## src/rtl/wb_pkg.sv

```systemverilog
// Shared types for the rv32 writeback stage.
//   wb_sel_e      - result source select (ALU, load data, PC+4, immediate)
//   load_size_e   - load width; the reserved encoding behaves as WORD
//   wb_state_e    - writeback FSM states
//   is_misaligned - flags loads whose byte offset does not match their width
package wb_pkg;

  typedef enum logic [1:0] {
    WB_ALU = 2'd0,
    WB_MEM = 2'd1,
    WB_PC4 = 2'd2,
    WB_IMM = 2'd3
  } wb_sel_e;

  typedef enum logic [1:0] {
    LS_BYTE = 2'd0,
    LS_HALF = 2'd1,
    LS_WORD = 2'd2,
    LS_RSVD = 2'd3
  } load_size_e;

  typedef enum logic {
    IDLE     = 1'b0,
    WAIT_MEM = 1'b1
  } wb_state_e;

  // Bytes are never misaligned; halves need off[0]==0; words (and the
  // reserved size, which is treated as a word) need off==0.
  function automatic logic is_misaligned(input logic [1:0] size, input logic [1:0] off);
    logic mis;
    case (size)
      2'd0:    mis = 1'b0;
      2'd1:    mis = off[0];
      default: mis = (off != 2'd0);
    endcase
    return mis;
  endfunction

endpackage

```

## src/rtl/load_align_ext.sv

```systemverilog
// Combinational load lane select and sign/zero extension.
//   rdata [XLEN] raw aligned word from data memory
//   size  [2]    load_size_e (reserved encoding behaves as WORD)
//   uns   [1]    1 = zero-extend, 0 = sign-extend
//   off   [2]    load address [1:0]
//   result[XLEN] extended load value
// Kept standalone so the LSU forwarding path can reuse it.
module load_align_ext #(
  parameter int XLEN = 32
) (
  input  logic [XLEN-1:0] rdata,
  input  logic [1:0]      size,
  input  logic            uns,
  input  logic [1:0]      off,
  output logic [XLEN-1:0] result
);

  logic [7:0]  byte_v;
  logic [15:0] half_v;

  always_comb begin
    byte_v = rdata[{off, 3'b000} +: 8];
    half_v = rdata[{off[1], 4'b0000} +: 16];
    case (size)
      2'd0:    result = uns ? {{(XLEN-8){1'b0}}, byte_v}
                            : {{(XLEN-8){byte_v[7]}}, byte_v};
      2'd1:    result = uns ? {{(XLEN-16){1'b0}}, half_v}
                            : {{(XLEN-16){half_v[15]}}, half_v};
      default: result = rdata;
    endcase
  end

endmodule

```

## src/rtl/writeback_stage.sv

```systemverilog
// Writeback stage for the rv32 pipeline, between MEM and the register file.
// Selects the result source, aligns/extends loads, waits for variable-latency
// load responses with a timeout, and drops misaligned loads.
// Ports:
//   clk, rst                   clock, synchronous active-high reset
//   in_valid / in_ready        op handshake from MEM
//   in_rd, in_reg_write        destination register and write request
//   in_wb_sel                  result source (wb_sel_e)
//   in_load_size, in_load_uns  load width and extension mode
//   in_byte_off                load address [1:0]
//   in_alu_value, in_pc_4_value, in_imm_value   non-load sources
//   mem_rvalid, mem_rdata      load response
//   rf_we, rf_waddr, rf_wdata  registered register-file write port
//   busy                       registered, high while waiting for load data
//   load_misaligned            registered pulse, misaligned load dropped
//   bus_timeout                registered pulse, load aborted
//   state_dbg                  current FSM state (wb_state_e encoding)
//
// Handshake: an op transfers on a rising edge where in_valid && in_ready.
// in_ready is a pure function of state (high only in IDLE), so it never
// depends on in_valid; MEM may hold in_valid and fields until accepted.
module writeback_stage
  import wb_pkg::*;
#(
  parameter int XLEN    = 32,
  parameter int REG_AW  = 5,
  parameter int TIMEOUT = 255
) (
  input  logic              clk,
  input  logic              rst,
  input  logic              in_valid,
  output logic              in_ready,
  input  logic [REG_AW-1:0] in_rd,
  input  logic              in_reg_write,
  input  logic [1:0]        in_wb_sel,
  input  logic [1:0]        in_load_size,
  input  logic              in_load_uns,
  input  logic [1:0]        in_byte_off,
  input  logic [XLEN-1:0]   in_alu_value,
  input  logic [XLEN-1:0]   in_pc_4_value,
  input  logic [XLEN-1:0]   in_imm_value,
  input  logic              mem_rvalid,
  input  logic [XLEN-1:0]   mem_rdata,
  output logic              rf_we,
  output logic [REG_AW-1:0] rf_waddr,
  output logic [XLEN-1:0]   rf_wdata,
  output logic              busy,
  output logic              load_misaligned,
  output logic              bus_timeout,
  output logic              state_dbg
);

  localparam int TW = $clog2(TIMEOUT + 1);
  localparam logic [TW-1:0] TIMER_LAST = TW'(TIMEOUT - 1);

  wb_state_e         state, state_n;
  logic [TW-1:0]     timer, timer_n;

  // Hold register: load attributes captured at accept time.
  logic [REG_AW-1:0] hold_rd;
  logic              hold_reg_write;
  logic [1:0]        hold_size;
  logic              hold_uns;
  logic [1:0]        hold_off;

  logic              rf_we_n, mis_n, to_n;
  logic [REG_AW-1:0] rf_waddr_n;
  logic [XLEN-1:0]   rf_wdata_n;
  logic [XLEN-1:0]   src_value;
  logic [XLEN-1:0]   load_value;
  logic              accept;

  assign in_ready  = (state == IDLE);
  assign accept    = in_valid && in_ready;
  assign state_dbg = state;

  load_align_ext #(.XLEN(XLEN)) u_align (
    .rdata  (mem_rdata),
    .size   (hold_size),
    .uns    (hold_uns),
    .off    (hold_off),
    .result (load_value)
  );

  // Non-load source select (WB_MEM never reaches the write path from here).
  always_comb begin
    case (wb_sel_e'(in_wb_sel))
      WB_PC4:  src_value = in_pc_4_value;
      WB_IMM:  src_value = in_imm_value;
      default: src_value = in_alu_value;
    endcase
  end

  always_comb begin
    state_n    = state;
    timer_n    = timer;
    rf_we_n    = 1'b0;
    rf_waddr_n = rf_waddr;
    rf_wdata_n = rf_wdata;
    mis_n      = 1'b0;
    to_n       = 1'b0;
    case (state)
      IDLE: begin
        // mem_rvalid is deliberately not looked at here.
        if (in_valid) begin
          if (wb_sel_e'(in_wb_sel) != WB_MEM) begin
            rf_we_n = in_reg_write && (in_rd != '0);
            if (rf_we_n) begin
              rf_waddr_n = in_rd;
              rf_wdata_n = src_value;
            end
          end else if (is_misaligned(in_load_size, in_byte_off)) begin
            mis_n = 1'b1;
          end else begin
            state_n = WAIT_MEM;
            timer_n = '0;
          end
        end
      end
      WAIT_MEM: begin
        // A response on the expiry cycle still wins over the timeout.
        if (mem_rvalid) begin
          rf_we_n = hold_reg_write && (hold_rd != '0);
          if (rf_we_n) begin
            rf_waddr_n = hold_rd;
            rf_wdata_n = load_value;
          end
          state_n = IDLE;
        end else if (timer == TIMER_LAST) begin
          to_n    = 1'b1;
          state_n = IDLE;
        end else begin
          timer_n = timer + TW'(1);
        end
      end
      default: state_n = IDLE;
    endcase
  end

  always_ff @(posedge clk) begin
    if (rst) begin
      state           <= IDLE;
      timer           <= '0;
      rf_we           <= 1'b0;
      rf_waddr        <= '0;
      rf_wdata        <= '0;
      busy            <= 1'b0;
      load_misaligned <= 1'b0;
      bus_timeout     <= 1'b0;
    end else begin
      state           <= state_n;
      timer           <= timer_n;
      rf_we           <= rf_we_n;
      rf_waddr        <= rf_waddr_n;
      rf_wdata        <= rf_wdata_n;
      busy            <= (state_n == WAIT_MEM);
      load_misaligned <= mis_n;
      bus_timeout     <= to_n;
    end
  end

  // Hold contents are only meaningful in WAIT_MEM, so no reset is needed.
  always_ff @(posedge clk) begin
    if (accept) begin
      hold_rd        <= in_rd;
      hold_reg_write <= in_reg_write;
      hold_size      <= in_load_size;
      hold_uns       <= in_load_uns;
      hold_off       <= in_byte_off;
    end
  end

endmodule

```

## config.mk

```make
export PLATFORM = sky130hd
export DESIGN_NAME = writeback_stage
export DESIGN_NICKNAME = d
export VERILOG_FILES = /design/src/rtl/wb_pkg.sv /design/src/rtl/load_align_ext.sv /design/src/rtl/writeback_stage.sv
export SDC_FILE = /design/constraint.sdc
export NUM_CORES = 1
export LEC_CHECK = 0
export ABC_CLOCK_PERIOD_IN_PS = 2000
export BUFFER_PORTS_ARGS = -buffer_cell sky130_fd_sc_hd__buf_2
export CELL_PAD_IN_SITES_DETAIL_PLACEMENT = 1
export CELL_PAD_IN_SITES_GLOBAL_PLACEMENT = 1
export CORE_ASPECT_RATIO = 1.75
export CORE_UTILIZATION = 30
export DETAILED_ROUTE_END_ITERATION = 16
export GPL_TIMING_DRIVEN = 0
export PLACE_DENSITY = 0.78
export SETUP_SLACK_MARGIN = 0.2
export SLEW_MARGIN = 25
export SYNTH_ARGS = -nofsm -noshare
export SYNTH_HDL_FRONTEND = slang
export SYNTH_SLANG_ARGS = --single-unit
```

## constraint.sdc

```tcl
create_clock -name clk -period 2 [get_ports clk]
set_input_delay 0.1 -clock clk [delete_from_list [all_inputs] [get_ports clk]]
set_output_delay 0.1 -clock clk [all_outputs]
set_load 0.01 [all_outputs]
```

# Word-level counts from Yosys, hierarchy flattened
# Index checks and enable logic that the tools add are counted.
# classes
n_addsub,1
eq_ne,15
shifts,2
mux,38
bitwise_logic,2
n_reduce_logical,12
# ops
operator,n
32-bit two-way mux,7
32-bit one-hot mux with 2 select lines,3
8-bit two-way mux,5
32-bit by 6-bit variable part select with 16-bit output,1
32-bit by 6-bit variable part select with 8-bit output,1
5-bit two-way mux,5
8-bit one-hot mux with 2 select lines,1
1-bit two-way mux,13
"2-bit inequality test, second input constant",6
5-bit one-hot mux with 2 select lines,1
5-bit AND reduction,2
5-bit nonzero test,2
"8-bit by 1-bit adder with 8-bit output, second input constant",1
"8-bit == test, second input constant",1
"2-bit by 1-bit inequality test with 1-bit output, second input constant",4
1-bit one-hot mux with 2 select lines,3
"2-bit by 1-bit == test with 1-bit output, second input constant",2
"2-bit == test, second input constant",2
2-bit zero test,2
4-bit OR reduction,1
1-bit logical AND,3
3-bit OR reduction,1
1-bit NOT,2
2-bit nonzero test,1
# totals
regBits,60
inputBits,145
elab_cells,82

# Longest topological paths before layout
# Gate-level depths: netlist of run 1.
# logic_depth
word_depth,9
mapped_depth,7
ltp_nobuf,6

# Hierarchy
# A second synthesis of run 1 with hierarchy kept.
# unflattened
cells_unflattened,486
hier_area_um2,3965.1
# by_module_without_submodules
module,instances,cells_per_inst,area_per_inst_um2
writeback_stage,1,369,3250.6
load_align_ext,1,117,714.4

# Least setup slack after synthesis of run 1
# No wires, ideal clock.
# synth_timing
kind,register to register
startpoint,reg state (netlist: state_dbg)
endpoint,reg timer[1]
setup_ns,0.115
arrival_time_ns,1.775
required_time_ns,1.885
setup_slack_ns,0.110
stages_incl_launch_ff,6
period_less_slack_ns,1.890
cell_sequence,dfxtp_1 -> buf_2 -> nor2b_1 -> nand4_1 -> and3_1 -> o21a_1
# synth_between
elab_chain_cells,3
# synth_lines
item,line_no,rtl
from (decl),writeback_stage.sv:56,"wb_state_e state, state_n;"
from (signal assigned),writeback_stage.sv:151,state <= state_n;
1-bit NOT (no line),-,
2-bit inequality test (no line),-,
5-bit AND reduction (no line),-,
to (signal assigned),writeback_stage.sv:152,timer <= timer_n;
to (decl),writeback_stage.sv:57,"logic [TW-1:0] timer, timer_n;"
# Several ways; a longest one is shown, not always the timed one.
# A chain may end at the register's enable or synchronous reset.

# Final worst setup path of run 1
# layout_timing
startpoint,reg hold_rd[1]
endpoint,reg rf_wdata[29]
# layout_between
elab_chain_cells,4
# layout_lines
item,line_no,rtl
from (decl),writeback_stage.sv:60,logic [REG_AW-1:0] hold_rd;
from (signal assigned),writeback_stage.sv:165,hold_rd <= in_rd;
5-bit nonzero test,writeback_stage.sv:123,rf_we_n = hold_reg_write && (hold_rd != '0);
1-bit logical AND,writeback_stage.sv:123,
2-bit by 1-bit inequality test with 1-bit output (no line),-,
5-bit AND reduction (no line),-,
to (signal assigned),writeback_stage.sv:155,rf_wdata <= rf_wdata_n;
to (decl),writeback_stage.sv:46,"output logic [XLEN-1:0] rf_wdata,"
# No other way between the ends.

==> out/results.ini, run 1 <==
[timing]
fin_skew_ns = 0.006279
period_share_pct = 95.70
worst_pin_slew_ns = 0.6828
rsz0062_at_grt = true
setup_viol = 0
slew_viol_final = 0
tns_ns = 0
fmax_mhz = 522.5
fin_crit_ns = 1.914
hold_viol = 0
slew_headroom_pct = 54.48

[synthesis]
muxShareOfSynthArea_pct = 13.42
synthArstFlopShare_pct = 0
synth-xor-area-share_pct = 1.335
synth.cell_area_um2 = 3935
synth.distinct_cells = 51
syn_avg_cell_area_um2 = 8.687
synthCells = 453
synth_compound_area_share_pct = 27.63
synth_top_family_by_area = compound AO/OA/AOI/OAI gates
synth_edf_count = 11
synth_warnings = 0
synth_nets = 600
synth_seq_cells = 60
ys_seq_area_share_pct = 33.32
synth_fa_ha_area_share_pct = 0.6359
yosys.area_share.simple_pct = 16.34
ys.flop_type = dfxtp_1

[die]
coreArea_um2 = 12870
ioPinCount = 188
core.rowCount = 55
dieHeight_um = 153.5
die_w_um = 88.58
die-area_um2 = 13600
start_util_pct = 30.58

[setup_path]
crit_chain = or4_4 -> o21ba_4 -> o21ai_4 -> buf_12 -> buf_8 -> o32ai_2
arrival_ns = 2.13
worstSetupPathType = register to register
worstPathRequired_ns = 2.22
crit_fanout = 5
worst_setup_path_end_kind = register
max_stage_delay_ns = 0.57
crit_family = simple AND/OR/NAND/NOR gates
critPathLaunchType = register
slowest_stage = or4_4
cp.buffers_inverters = 2

[route]
drc_errors = 0
drt_pass1_iterations = 4
via_count = 4586
drt-wirelength-per-cell_um = 20.06
drt.antenna.violating_nets = 0
drt_wl_total_um = 17250
drt_iter0_drc = 230
via_per_inst = 5.333

[global_route]
grt_max_degree = 14
gr-total-overflow = 0
antenna_found_initial = 3
grt_pass1_wl_um = 25670
grt.total_usage_pct = 25.40
grt_pass1_vias = 4955

[placed_design]
portBuffers = 185
place_hpwl_um = 13000
place.gp.congestion = 0.8605

[cts]
clock-sinks = 60
cts_tree = yes
cts_buffer_depth = 2
cts.clk_slew.worst_paths_ns = 0.06
h-tree-depth = 3
numCtsBuffers = 9
clk_latency_ns = 0.35
cts-root-buf = clkbuf_16

[power]
power_density_nw_per_um2 = 644.0
p_sw_mw = 1.148
p_total_mw = 3.823
swShare_pct = 30.02
leakagePower_nw = 2.651
clkPwrFrac_pct = 41.6
internal_power_mw = 2.675
pwr-share-seq_pct = 35.0
pwr-share-comb_pct = 23.3
ir_worst_vdd_mv = 0.4341

[cells_and_area]
final_common_cell = buf_2
final_cell_mix = buf_2, nor2_1, dfxtp_1, mux2i_1, a21oi_1
fin_nets = 828
fillCellCount = 1579
layout-drive-gt1-share_pct = 43.29
area_growth_pct = 50.84

[hold_path]
hold_path_class = input pin to register

[job]
cap_violations = 0

[run_status]
status = finished clean

==> stage by stage <==
stage	std cells	util, %	cell area [um^2]	setup slack, ns	hold slack [ns]
after floorplan	453	-	3938	0.2270	0.1989
after global placement	809	39.46	5077	-0.1530	0.2838
after detailed placement	809	39.46	5077	-0.2100	0.2840
after CTS	848	44.65	5746	0.1068	0.1463
after global routing	860	46.13	5936	0.05583	0.1916
final	860	46.13	5936	0.08600	0.1485
==> flip-flops by register name, summed over array words and instances, names as in the netlist <==
| signal | flops |
|---|---|
| rf_we | 1 |
| rf_wdata | 32 |
| hold_size | 2 |
| load_misaligned | 1 |
| hold_rd | 5 |
| hold_reg_write | 1 |
| state_dbg | 1 |
| rf_waddr | 5 |
| hold_off | 2 |
| hold_uns | 1 |
| bus_timeout | 1 |
| timer | 8 |
==> routing by layer <==
layer	wire length (um)	vias to the layer above	track usage, %
met4	814	0	14.67
met5	0	-	0
met3	887	40	5.099
met1	5878	2217	24.10
li1	-	2154	-
met2	9673	175	48.17
==> tightest hold or removal path, delay by kind of cell <==
family                 cells  cell delay, ns
AND/OR/NAND/NOR            2            0.20
buffers and inverters      1            0.09
AO/OA/AOI/OAI              1            0.05
==> logic make-up (layout without fill, tap and decap cells) <==
group / Yosys count / count (layout)
XOR/XNOR: 6 / 6
other: 0 / 3
AND/OR/NAND/NOR: 135 / 135
adder cells (fa/ha/maj): 2 / 2
buffers and inverters: 63 / 296
AO/OA/AOI/OAI: 135 / 135
multiplexers: 52 / 52
flip-flops: 60 / 60
==> final timing paths <==
path | from | to | slack, ns | depth (start not counted)
worst min register to register | rf_wdata[16] | rf_wdata[16] | 0.46 | 2
worst min-delay path | in_wb_sel[1] | load_misaligned | 0.15 | 4
worst max register to register | hold_rd[1] | rf_wdata[29] | 0.09 | 6
worst max-delay path | hold_rd[1] | rf_wdata[29] | 0.09 | 6
==> area by class of cell <==
type	instances	area, um^2	share of cell area, %
flip-flops and latches	60	1311	22.09
plain buffers	40	247.7	4.174
well taps	171	214.0	3.605
clock inverters	7	77.57	1.307
multi-input cells	330	2527	42.58
clock buffers	9	225.2	3.794
repair buffers	217	1237	20.85
inverters	23	87.58	1.476
diodes	3	7.507	0.1265
==> power by group through the flow <==
stage          Sequential (mW)  Clock (mW)  Combinational, mW
2_1_floorplan             1.38           0              0.389
3_3_place_gp              1.36           0              0.734
3_5_place_dp              1.36           0              0.759
4_1_cts                   1.34        1.60              0.840
5_1_grt                   1.34        1.66              0.956
6_report                  1.34        1.59              0.892
==> Yosys cell counts, drive strengths merged, types with 2 or more instances <==
library cell,number,area share [%]
nor2,59,5.6
dfxtp,49,25
mux2i,46,12
a21oi,31,3.9
nand2,29,2.8
inv,22,2.1
clkbuf,21,2.0
buf,19,3.1
o22ai,19,3.4
o32ai,17,5.7
a221oi,16,3.6
a211oi,13,2.8
edfxtp,11,8.4
nor2b,11,1.7
o21ai,10,1.6
nand4,7,1.1
nor3,7,0.89
o221a,7,2.0
a31oi,6,0.95
mux2,6,1.7
o311ai,6,1.3
xor2,6,1.3
nand3,4,0.51
nand3b,4,0.76
and3,3,0.48
o211ai,3,0.57
ha,2,0.64
nand2b,2,0.32
nand4b,2,0.45
==> timing repair <==
action	in CTS	in global routing
buffers inserted	10	9
resized for setup	38	21
pin swaps	13	9
hold buffers	11	0
endpoints found under the setup margin	45	45
endpoints found under the hold margin	11	0
gates cloned	2	0
No activity file was read; power rests on OpenSTA's default activity.
==> run 2, diff against run 1 <==
Settings changed: SETUP_SLACK_MARGIN 0.2 to 0.1.
==> run 2 against run 1 <==
Non-clock buffer count is 7 lower. Sequential power hardly changed. Sequential share of layout area is 0.70 points higher. Utilization is 1.4 points lower. Critical path type unchanged. Hold slack worse by 0.010 ns. Critical path depth is 1 lower. Final cell count is 0.81% lower. Global-route usage is 0.68 points lower. Register-to-register slack worse by 0.02 ns. Cell area is 3.1% lower. Die area stayed put. Via count is 0.26% higher.
==> out/results.ini, run 2 (same netlist as run 1, synthesis figures left out) <==
[run_status]
status = finished clean  ; unchanged

[setup_path]
ff2ff_path_depth = 5  ; was 6
slowest_stage = o311ai_0  ; was or4_4
worstSetupPathType = register to register  ; unchanged
crit_chain = buf_6 -> mux2i_1 -> o311ai_0 -> o22ai_1 -> o22ai_1  ; was or4_4 -> o21ba_4 -> o21ai_4 -> buf_12 -> buf_8 -> o32ai_2
cpMostUsedCell = o22ai_1
critPathLaunchType = register  ; unchanged
arrival_ns = 2.20  ; was 2.13 ns
max_stage_delay_ns = 0.58  ; was 0.57 ns
worstPathRequired_ns = 2.27  ; was 2.22 ns
worst_setup_path_end_kind = register  ; unchanged
crit_fanout = 10  ; was 5

[timing]
fin_skew_ns = 0.007750  ; was 0.006279 ns
period_share_pct = 96.75  ; was 95.70%
hold_viol = 0  ; unchanged
setup_viol = 0  ; unchanged
rsz0062_at_grt = true  ; unchanged
worst_pin_slew_ns = 0.7044  ; was 0.6828 ns
slew_viol_final = 0  ; unchanged
fin_crit_ns = 1.935  ; was 1.914 ns
slew_headroom_pct = 53.04  ; was 54.48%
tns_ns = 0  ; unchanged
final.setup.worst_slack_ns = 0.06493  ; was 0.08600 ns
fmax_mhz = 516.8  ; was 522.5 MHz

[power]
swShare_pct = 28.50  ; was 30.02%
pwr-share-seq_pct = 34.6  ; was 35.0%
power_density_nw_per_um2 = 674.4  ; was 644.0 nW/um^2
leakagePower_nw = 2.586  ; was 2.651 nW
p_sw_mw = 1.106  ; was 1.148 mW
ir_worst_vdd_mv = 0.5158  ; was 0.4341 mV
clkPwrFrac_pct = 43.6  ; was 41.6%
pwr-share-comb_pct = 21.8  ; was 23.3%
internal_power_mw = 2.775  ; was 2.675 mW
p_total_mw = 3.880  ; was 3.823 mW

[cts]
clock-sinks = 60  ; unchanged
cts_buffer_depth = 2  ; unchanged
numCtsBuffers = 9  ; unchanged
cts_tree = yes  ; unchanged
cts-root-buf = clkbuf_16  ; unchanged
cts.clk_slew.worst_paths_ns = 0.06  ; about the same
clk_latency_ns = 0.34  ; was 0.35 ns
h-tree-depth = 3  ; unchanged

[global_route]
grt.total_usage_pct = 24.73  ; was 25.40%
antenna_found_initial = 3  ; unchanged
grt_pass1_vias = 4825  ; was 4,955
grt_pass1_wl_um = 25040  ; was 25,670 um
gr-total-overflow = 0  ; unchanged
grt_max_degree = 14  ; unchanged

[cells_and_area]
seq_area_um2 = 1311  ; unchanged
top_register = rf_wdata  ; unchanged
area_growth_pct = 46.23  ; was 50.84%
fin_nets = 821  ; was 828
fillCellCount = 1598  ; was 1,579
layout-drive-gt1-share_pct = 41.09  ; was 43.29%
final_common_cell = buf_2  ; unchanged
largest_reg_flops = 32  ; unchanged
reg_top3 = rf_wdata (32), timer (8)  ; unchanged
final_cell_mix = buf_2, nor2_1, dfxtp_1, mux2i_1, a21oi_1  ; unchanged
multiInputGateArea_um2 = 2419  ; was 2527 um^2

[route]
drt.antenna.violating_nets = 0  ; unchanged
via_count = 4598  ; was 4,586
drt_iter0_drc = 197  ; was 230
drc_errors = 0  ; unchanged
via_per_inst = 5.390  ; was 5.333
drt_pass1_iterations = 4  ; unchanged
drt-wirelength-per-cell_um = 19.86  ; was 20.06 um
drt_wl_total_um = 16940  ; was 17,250 um

[placed_design]
portBuffers = 185  ; unchanged
place.gp.congestion = 0.8705  ; was 0.8605
pre_cts_slack_ns = -0.5263  ; was -0.2100 ns
place_hpwl_um = 13060  ; was 13,000 um

[die]
die_w_um = 88.58  ; unchanged
dieHeight_um = 153.5  ; unchanged
coreArea_um2 = 12870  ; unchanged
die-area_um2 = 13600  ; unchanged
start_util_pct = 30.58  ; unchanged
core.rowCount = 55  ; unchanged
ioPinCount = 188  ; unchanged

[job]
cap_violations = 0  ; unchanged

[hold_path]
hold_path_class = input pin to register  ; unchanged
min_path_cells = 4  ; unchanged

run 2: final timing paths:
check | from | endpoint | slack (ns)
setup / recovery | hold_off[1] | rf_wdata[5] | 0.06
hold / removal | in_wb_sel[1] | load_misaligned | 0.14
setup reg to reg | hold_off[1] | rf_wdata[5] | 0.06
hold reg to reg | rf_wdata[20] | rf_wdata[20] | 0.46
run 2: layer usage:
layer  GRT usage (%)  routed length (um)
met1           24.77                5614
met2           46.48                9362
met3           4.831                1096
met4           12.29                 869
met5               0                   0
run 2: power groups by stage:
stage	combinational [mW]	sequential [mW]	clock, mW
after CTS	0.791	1.34	1.70
after detailed placement	0.756	1.36	0
final	0.847	1.34	1.69
after global routing	0.915	1.35	1.77
after floorplan	0.389	1.38	0
after global placement	0.732	1.36	0
run 2: stage by stage:
stage	util [%]	hold WS (ns)	cells	area, um^2
floorplan	-	0.1989	453	3935
global placement	39.44	0.2820	809	5075
detailed placement	39.44	0.2788	809	5075
CTS	43.11	0.1358	837	5548
global route	44.72	0.1746	853	5754
finish	44.72	0.1383	853	5754
run 2: critical path, delay by kind of cell (launching register included):
family | cells | cell delay [ns]
buffers and inverters | 1 | 0.23
muxes | 1 | 0.13
AOI/OAI and AO/OA | 3 | 0.93
DFF | 1 | 0.56
run 2: cell type report:
type,instances,area share [%]
Multi-Input combinational cell,330,42.03
Timing Repair Buffer,211,20.09
Buffer,39,4.218
Tap cell,171,3.718
Inverter,23,1.522
Clock inverter,7,1.587
Antenna cell,3,0.1305
Sequential cell,60,22.79
Clock buffer,9,3.914
run 2: repair_timing:
action,4_1_cts,5_1_grt
buffers inserted,1,13
hold endpoints to repair,11,0
hold buffers,11,0
setup endpoints to repair,39,36
gates resized for setup,14,32
pin swaps,2,16
gates cloned,0,1
